**config.mk**
```make
export PLATFORM = sky130hd
export DESIGN_NAME = hazard_unit_n
export DESIGN_NICKNAME = d
export VERILOG_FILES = /design/src/rtl/hazard_unit_n_pkg.sv /design/src/rtl/hazard_match.sv /design/src/rtl/hazard_unit_n.sv
export SDC_FILE = /design/constraint.sdc
export NUM_CORES = 1
export LEC_CHECK = 0
export CELL_PAD_IN_SITES_DETAIL_PLACEMENT = 1
export CELL_PAD_IN_SITES_GLOBAL_PLACEMENT = 1
export CORE_MARGIN = 1.5
export CORE_UTILIZATION = 36
export DETAILED_ROUTE_END_ITERATION = 8
export PLACE_DENSITY = 0.74
export SYNTH_ARGS = -nofsm -noshare
export SYNTH_HDL_FRONTEND = slang
export SYNTH_SLANG_ARGS = --single-unit
```
**constraint.sdc**
```tcl
create_clock -name clock -period 2.85 [get_ports clock]
set_clock_uncertainty 0.15 [all_clocks]
set_input_delay 0.4275 -clock clock [delete_from_list [all_inputs] [get_ports clock]]
set_output_delay 0.4275 -clock clock [all_outputs]
set_load 0.01 [all_outputs]
```
**src/rtl/hazard_unit_n_pkg.sv**
```systemverilog
// Shared pipeline definitions for the hazard/forwarding controller.
// Stage indices, bypass select encoding and the shadow-slot bundle.
package hazard_unit_n_pkg;

  localparam int STG_EXE = 1;
  localparam int STG_MEM = 2;
  localparam int STG_WB  = 3;

  localparam int FWD_RF  = 0;

  // Widest register index a slot can track.
  localparam int RW_MAX  = 8;

  typedef logic [RW_MAX-1:0] reg_t;

  typedef struct packed {
    logic v;
    reg_t rw;
    logic ld;
  } slot_t;

  function automatic slot_t bubble();
    return '0;
  endfunction

endpackage

```
**src/rtl/hazard_match.sv**
```systemverilog
// Youngest-producer search for one source operand.
// Returns the bypass stage, or a load-use hazard flag.
module hazard_match
  import hazard_unit_n_pkg::*;
#(
  parameter int NSTAGE     = 3,
  parameter int LOAD_READY = 2,
  parameter int SW         = 2
) (
  input  logic          en,
  input  reg_t          op,
  input  slot_t         slots [1:NSTAGE],
  output logic [SW-1:0] sel,
  output logic          haz
);

  // Scan from the youngest slot; first hit decides.
  always_comb begin
    logic found;
    found = 1'b0;
    sel   = SW'(FWD_RF);
    haz   = 1'b0;
    for (int k = 1; k <= NSTAGE; k++) begin
      if (!found && en && slots[k].v &&
          slots[k].rw == op) begin
        found = 1'b1;
        if (slots[k].ld && k < LOAD_READY)
          haz = 1'b1;
        else
          sel = SW'(k);
      end
    end
  end

endmodule

```
**src/rtl/hazard_unit_n.sv**
```systemverilog
// Hazard and forwarding controller beside the ID stage.
// Shadows in-flight destinations; drives hold/flush/bypass.
module hazard_unit_n
  import hazard_unit_n_pkg::*;
#(
  parameter int NREG       = 32,
  parameter int NSTAGE     = 3,
  parameter int LOAD_READY = 2,
  parameter int CNTW       = 32,
  localparam int RW        = $clog2(NREG),
  localparam int SW        = $clog2(NSTAGE + 1)
) (
  input  logic            clock,
  input  logic            reset,
  input  logic            id_valid,
  input  logic [RW-1:0]   id_rs,
  input  logic [RW-1:0]   id_rt,
  input  logic            id_use_rs,
  input  logic            id_use_rt,
  input  logic            id_reg_write,
  input  logic [RW-1:0]   id_rw,
  input  logic            id_memtoreg,
  input  logic            br_taken,
  input  logic            ext_stall,
  output logic            stall,
  output logic            flush,
  output logic            issue,
  output logic [SW-1:0]   fwd_a,
  output logic [SW-1:0]   fwd_b,
  output logic [CNTW-1:0] stall_cnt,
  output logic [CNTW-1:0] flush_cnt
);

  slot_t slots [1:NSTAGE];

  logic          en_a;
  logic          en_b;
  logic [SW-1:0] sel_a;
  logic [SW-1:0] sel_b;
  logic          haz_a;
  logic          haz_b;
  logic          hazard;
  slot_t         nxt;

  assign en_a = id_valid & id_use_rs &
                (id_rs != '0);
  assign en_b = id_valid & id_use_rt &
                (id_rt != '0);

  hazard_match #(
    .NSTAGE     (NSTAGE),
    .LOAD_READY (LOAD_READY),
    .SW         (SW)
  ) u_match_a (
    .en    (en_a),
    .op    (reg_t'(id_rs)),
    .slots (slots),
    .sel   (sel_a),
    .haz   (haz_a)
  );

  hazard_match #(
    .NSTAGE     (NSTAGE),
    .LOAD_READY (LOAD_READY),
    .SW         (SW)
  ) u_match_b (
    .en    (en_b),
    .op    (reg_t'(id_rt)),
    .slots (slots),
    .sel   (sel_b),
    .haz   (haz_b)
  );

  assign hazard = haz_a | haz_b;

  // Control outputs; reset forces everything quiet.
  always_comb begin
    stall = ~reset &
            (ext_stall | (hazard & ~br_taken));
    flush = ~reset & br_taken;
    issue = ~reset & id_valid & ~stall &
            ~br_taken & ~ext_stall;
    fwd_a = reset ? SW'(FWD_RF) : sel_a;
    fwd_b = reset ? SW'(FWD_RF) : sel_b;
  end

  // Entry for slot 1: issued instruction or bubble.
  always_comb begin
    nxt = bubble();
    if (issue) begin
      nxt.v  = id_reg_write & (id_rw != '0);
      nxt.rw = reg_t'(id_rw);
      nxt.ld = id_memtoreg;
    end
  end

  // Shadow pipeline advances unless frozen.
  always_ff @(posedge clock or posedge reset) begin
    if (reset) begin
      for (int k = 1; k <= NSTAGE; k++)
        slots[k] <= bubble();
    end else if (!ext_stall) begin
      for (int k = NSTAGE; k > STG_EXE; k--)
        slots[k] <= slots[k-1];
      slots[STG_EXE] <= nxt;
    end
  end

  // Saturating stall and flush event counters.
  always_ff @(posedge clock or posedge reset) begin
    if (reset) begin
      stall_cnt <= '0;
      flush_cnt <= '0;
    end else begin
      if (hazard & ~br_taken & ~ext_stall &
          ~&stall_cnt)
        stall_cnt <= stall_cnt + CNTW'(1);
      if (br_taken & ~ext_stall & ~&flush_cnt)
        flush_cnt <= flush_cnt + CNTW'(1);
    end
  end

endmodule

```
# After elaboration in Yosys (flattened, before gate mapping)
# Index checks and enable logic that the tools add are counted.
# W data, S select, Z words.
[word_totals] inputBits=24 word_cells=83 register_bits=92 out_inout_bits=71
[op_classes] mux=17 eq_ne=6 bitwise=22 reduce_logical=27 n_addsub=2
[ops] op="$add A32 B1 Y32 const B" n=2
[ops] op="$reduce_and A32 Y1" n=2
[ops] op="$eq A8 B5 Y1" n=6
[ops] op="$and A1 B1 Y1" n=16
[ops] op="$logic_and A1 B1 Y1" n=16
[ops] op="$reduce_bool A5 Y1" n=3
[ops] op="$mux W2" n=7
[ops] op="$mux W10" n=1
[ops] op="$mux W1" n=9
[ops] op="$logic_not A1 Y1" n=6
[ops] op="$not A1 Y1" n=4
[ops] op="$or A1 B1 Y1" n=2

# Logic depth before layout (Yosys ltp)
[depth] depth_word=16 mapped_depth=9 mapped_depth_nobuf=7

# Cells and area by module
# From an unflattened synthesis, not the netlist that was laid out.
[hier_totals] hier_cells=428 area_unflattened_um2=4677.0
[modules_own_cells] module="hazard_unit_n" n_inst=1 cells_each=346 seq_area_each_um2=2127.0 area_per_inst_um2=4023.9
[modules_own_cells] module="hazard_match" n_inst=2 cells_each=41 seq_area_each_um2=0.0 area_per_inst_um2=326.6

# Worst setup path before layout
# OpenSTA, ideal clock, no wires.
[synth_timing] path_kind="input to output" start="input port id_rt[1]" end="output port issue" cell_stages=6 arrival_time_ns=1.819 n_path_buf=1 required_ns=2.273 setup_slack_ns=0.453 cell_sequence="or4_1 o211ai_2 nand4b_1 a21oi_1 nor4bb_1 buf_2"
[synth_via] elab_chain_len=13 elab_cells_between_ends=14 classes_between="eq/ne: 1; mux: 1; bitwise: 9; reduce/logical: 3"
[synth_lines] item="start, declared" line="hazard_unit_n.sv:17" text="input logic [RW-1:0] id_rt,"
[synth_lines] item="$reduce_bool A5 Y1" line="hazard_unit_n.sv:48" text="(id_rt != '0);"
[synth_lines] item="$and A1 B1 Y1" line="hazard_unit_n.sv:47" text="assign en_b = id_valid & id_use_rt &"
[synth_lines] item="$logic_and A1 B1 Y1" line="hazard_match.sv:24" text="if (!found && en && slots[k].v &&"
[synth_lines] item="$logic_and A1 B1 Y1 *" line="hazard_match.sv:24"
[synth_lines] item="$mux W1 *" line="hazard_match.sv:24"
[synth_lines] item="$or A1 B1 Y1 *" line="hazard_unit_n.sv:74" text="assign hazard = haz_a | haz_b;"
[synth_lines] item="$and A1 B1 Y1 *" line="hazard_unit_n.sv:79" text="(ext_stall | (hazard & ~br_taken));"
[synth_lines] item="$or A1 B1 Y1 *" line="hazard_unit_n.sv:79"
[synth_lines] item="$and A1 B1 Y1 *" line="hazard_unit_n.sv:78" text="stall = ~reset &"
[synth_lines] item="$not A1 Y1 *" line="hazard_unit_n.sv:81" text="issue = ~reset & id_valid & ~stall &"
[synth_lines] item="$and A1 B1 Y1 * (2 in series)" line="hazard_unit_n.sv:81"
[synth_lines] item="$and A1 B1 Y1 *" line="hazard_unit_n.sv:82" text="~br_taken & ~ext_stall;"
[synth_lines] item="end, declared" line="hazard_unit_n.sv:27" text="output logic issue,"
# Mark *: on every way between the ends. The rest lies on a longest branch, timed or not.

# Worst setup path in the final report
[layout_timing] start="input port id_rs[0]" end="output port issue"
[layout_via] elab_chain_len=13 elab_cells_between_ends=14 classes_between="eq/ne: 1; mux: 1; bitwise: 9; reduce/logical: 3"
[layout_lines] item="start, declared" line="hazard_unit_n.sv:16" text="input logic [RW-1:0] id_rs,"
[layout_lines] item="$reduce_bool A5 Y1" line="hazard_unit_n.sv:46" text="(id_rs != '0);"
[layout_lines] item="$and A1 B1 Y1" line="hazard_unit_n.sv:45" text="assign en_a = id_valid & id_use_rs &"
[layout_lines] item="$logic_and A1 B1 Y1" line="hazard_match.sv:24"
[layout_lines] item="$logic_and A1 B1 Y1 *" line="hazard_match.sv:24"
[layout_lines] item="$mux W1 *" line="hazard_match.sv:24"
[layout_lines] item="$or A1 B1 Y1 *" line="hazard_unit_n.sv:74"
[layout_lines] item="$and A1 B1 Y1 *" line="hazard_unit_n.sv:79"
[layout_lines] item="$or A1 B1 Y1 *" line="hazard_unit_n.sv:79"
[layout_lines] item="$and A1 B1 Y1 *" line="hazard_unit_n.sv:78"
[layout_lines] item="$not A1 Y1 *" line="hazard_unit_n.sv:81"
[layout_lines] item="$and A1 B1 Y1 * (2 in series)" line="hazard_unit_n.sv:81"
[layout_lines] item="$and A1 B1 Y1 *" line="hazard_unit_n.sv:82"
# Marks and branches as above.

==> run_results.csv <==
group,metric,value,unit
route,drt_wl_total,12000,µm
sta,maxSlewHeadroom,63.5,%
die,core_area,11500,µm²
worst_setup_path,crit_type,"input pin to primary output",
global_route,grt_pass1_vias,3947,
power_and_ir_drop,leakagePower,0.00270,µW
route,viasPerCell,5.31,
route,wl_met3,466,µm
route,route.detailed.drc,6,
die,die_h,112,µm
route,topRoutingLayerUsed,"met4",
global_route,overflow,0,
cells_and_area,design_area,6010,µm²
worst_setup_path,critPathCaptureType,"primary output",
cells_and_area,finalNetCount,563,
global_route,antenna_found_initial,0,
clock_network,cts_tree,"built",
logic_synthesis,ys_ff_latch,83,
route,wl_met1,5530,µm
die,start_util,37.2,%
clock_network,cts_htree_levels,3,
worst_setup_path,path_cells,"dlygate4sd2_1 -> or3_1 -> o311a_1 -> nand4_1 -> a21oi_2 -> nor4bb_1 -> buf_4 -> buf_6",
logic_synthesis,syn_inst,396,
logic_synthesis,synth_area,4290,µm²
run,drv_cap,0,
logic_synthesis,synth-main-ff-cell,"dfrtp_1",
worst_setup_path,critPathRequiredTime,2.27,ns
cells_and_area,instances_no_fill,684,
route,dr.pass1.iters,7,
cells_and_area,fin_util,52.2,%
worst_setup_path,cpLargestDelayFamily,"simple AND/OR/NAND/NOR gates",
logic_synthesis,synth_nets,422,
clock_network,clk_latency,0.34,ns
logic_synthesis,ys_seq_area_share,48.4,%
place,place_area,5660,µm²
global_route,grt_max_degree,43,
worst_setup_path,start_kind,"input pin",
worst_setup_path,timing.critical_path.buf_inv,3,
clock_network,cts_buffers,9,
sta,fmax,356,MHz
cells_and_area,nFillCells,1287,
die,rows,39,
logic_synthesis,synthArstFlopShare,100,%
logic_synthesis,synth-edff-count,0,
sta,hold_viol_final,0,
sta,period_minus_slack,2.81,ns
place,place_ws,-0.554,ns
place,place_inst,664,
sta,fin_ws,0.0410,ns
die,die-area,12600,µm²
logic_synthesis,synth.distinct_cells,44,
power_and_ir_drop,powerDensity,481,nW/µm²
power_and_ir_drop,total_power,2890,µW
logic_synthesis,avgSynthCellArea,10.8,µm²
global_route,grt_use_total,19.8,%
hold_path,hp-class,"flop to flop",
route,met2_length,5790,µm
clock_network,cts.clk_slew.worst_paths,0.06,ns
route,dr.first_iter.drc_count,125,
place,io_buffer_count,94,
logic_synthesis,yosys_warnings,0,
cells_and_area,flow.area_growth_from_synthesis,40.1,%
sta,tightest_slew,0.547,ns
sta,rsz0062_at_grt,"yes",
power_and_ir_drop,peakVddDrop,0.299,mV
cells_and_area,drive_gt1_share,19.0,%
sta,fin_crit_sh,98.6,%
cells_and_area,n_antenna_cell,0,
route,drtAntennaViolNets,0,
sta,setup_viol,0,
place,dp_hpwl,8730,µm
global_route,grt_first_pass_wirelength,19900,µm
route,via_count,3635,
worst_setup_path,max_stage_delay,0.37,ns
outcome,violations,"DRC",
worst_setup_path,worst_path_max_delay_cell,"or3_1",
worst_setup_path,cp_max_fo,3,
clock_network,cts_sinks,83,
sta,report.final.slew_viol_count,0,
route,wl_per_cell,17.5,µm
die,die_width,112,µm
clock_network,clk_path_buf_depth,2,
place,routabilityCongestion,0.868,
outcome,status,"finished, violations left",
worst_setup_path,cp.arrival,2.23,ns
die,boundaryPins,95,
clock_network,cts_root_buf,"clkbuf_16",
[worst register-to-register path: stages, from the launching register on]
cell      delay (ns)
dfrtp_1         0.45
xor2_1          0.20
nor4_2          0.36
and4_1          0.28
buf_4           0.14
o2111a_1        0.35
buf_4           0.19
nand4_1         0.11
xnor2_1         0.16
[layout make-up]
type / instances / area, µm² / share of cell area, %
Timing Repair Buffer: 140 / 1250 / 20.9
Inverter: 8 / 33.8 / 0.562
Multi-Input combinational cell: 295 / 2160 / 36.0
Sequential cell: 83 / 2080 / 34.6
Clock inverter: 2 / 35.0 / 0.583
Clock buffer: 13 / 260 / 4.33
Tap cell: 143 / 179 / 2.98
[through the flow]
stage                     setup TNS, ns  hold WS, ns
final                                 0        0.344
after floorplan                       0        0.335
after global placement            -5.63        0.329
after CTS                             0        0.345
after global routing            -0.0574        0.369
after detailed placement          -7.17        0.333
[routing by layer]
metal	vias up	GRT usage, %
met5	-	0
met4	0	7.09
met3	20	3.62
met2	81	32.5
met1	1845	26.4
li1	1689	-
[flip-flops by register name, indices dropped and copies added, names as in the netlist]
name and flops:
stall_cnt 32, slots 19, flush_cnt 32
[where the power goes]
part	switching (µW)	total [µW]	internal, µW
clock	451	1170	721
combinational	181	391	210
sequential	84.2	1320	1240
[logic make-up (layout without fill, tap and decap cells)]
| group | Yosys count | count (layout) | share of synthesized area (%) |
|---|---|---|---|
| simple gates | 165 | 165 | 22.0 |
| xor+xnor | 91 | 91 | 18.6 |
| buf+inv | 18 | 163 | 2.07 |
| compound gates | 25 | 25 | 5.22 |
| fa+ha+maj | 2 | 2 | 0.583 |
| flops | 83 | 83 | 48.4 |
| mux | 12 | 12 | 3.15 |
[worst paths after layout]
| path | startpoint | endpoint | slack (ns) | cells past startpoint |
|---|---|---|---|---|
| max in group asynchronous | reset | slots[23] | 1.40 | 4 |
| min in group asynchronous | reset | slots[2] | 0.75 | 4 |
| worst max-delay path | id_rs[0] | issue | 0.04 | 8 |
| worst min-delay path | stall_cnt[19] | stall_cnt[19] | 0.34 | 1 |
| worst max register to register | slots[25] | stall_cnt[24] | 0.34 | 8 |
| worst min register to register | stall_cnt[19] | stall_cnt[19] | 0.34 | 1 |
[cells in the mapped netlist, types with 2 or more instances]
master     instances  area (µm²)
o2111ai_2          2        30.0
a31oi_1            2        12.5
xor2_1            47         412
mux2_2            12         135
buf_6              2        22.5
nand3_2            6        60.1
nand4_1           23         144
nand3_1           16        80.1
and3_1            13        81.3
ha_1               2        25.0
and4_1            10        87.6
a22o_1             6        52.6
xnor2_1           44         385
inv_1              8        30.0
clkbuf_1           4        15.0
nor3_1            16        80.1
nor4_1            12        75.1
nand4_2            2        25.0
or3_1              2        12.5
dfrtp_1           83        2080
nand2_1           36         135
a21oi_1            6        30.0
and2_1             6        37.5
buf_2              2        10.0
nor2_1            15        56.3
[layout by cell type, fill, tap and decap left out, drive strengths merged, types with 5 or more instances in the layout]
cell / synthesis / layout
and4: 10 / 10
dlygate4sd2: 0 / 5
nand2: 36 / 36
inv: 8 / 7
xnor2: 44 / 44
nor3: 16 / 16
and3: 13 / 13
buf: 6 / 49
nand4: 25 / 25
clkdlybuf4s50: 0 / 79
nor2: 15 / 15
nor4: 12 / 12
xor2: 47 / 47
a21oi: 6 / 6
mux2: 12 / 12
a22o: 6 / 6
nand3: 22 / 22
clkbuf: 4 / 17
and2: 6 / 6
dfrtp: 83 / 83
[timing repair]
item                                    4_1_cts  5_1_grt
gates resized for setup                      34       13
hold buffers                                  0        0
setup buffers                                 3        2
endpoints found under the hold margin         0        0
pin swaps                                    11       11
endpoints found under the setup margin        6        6
Note: power is estimated with default switching activity, not from simulation.
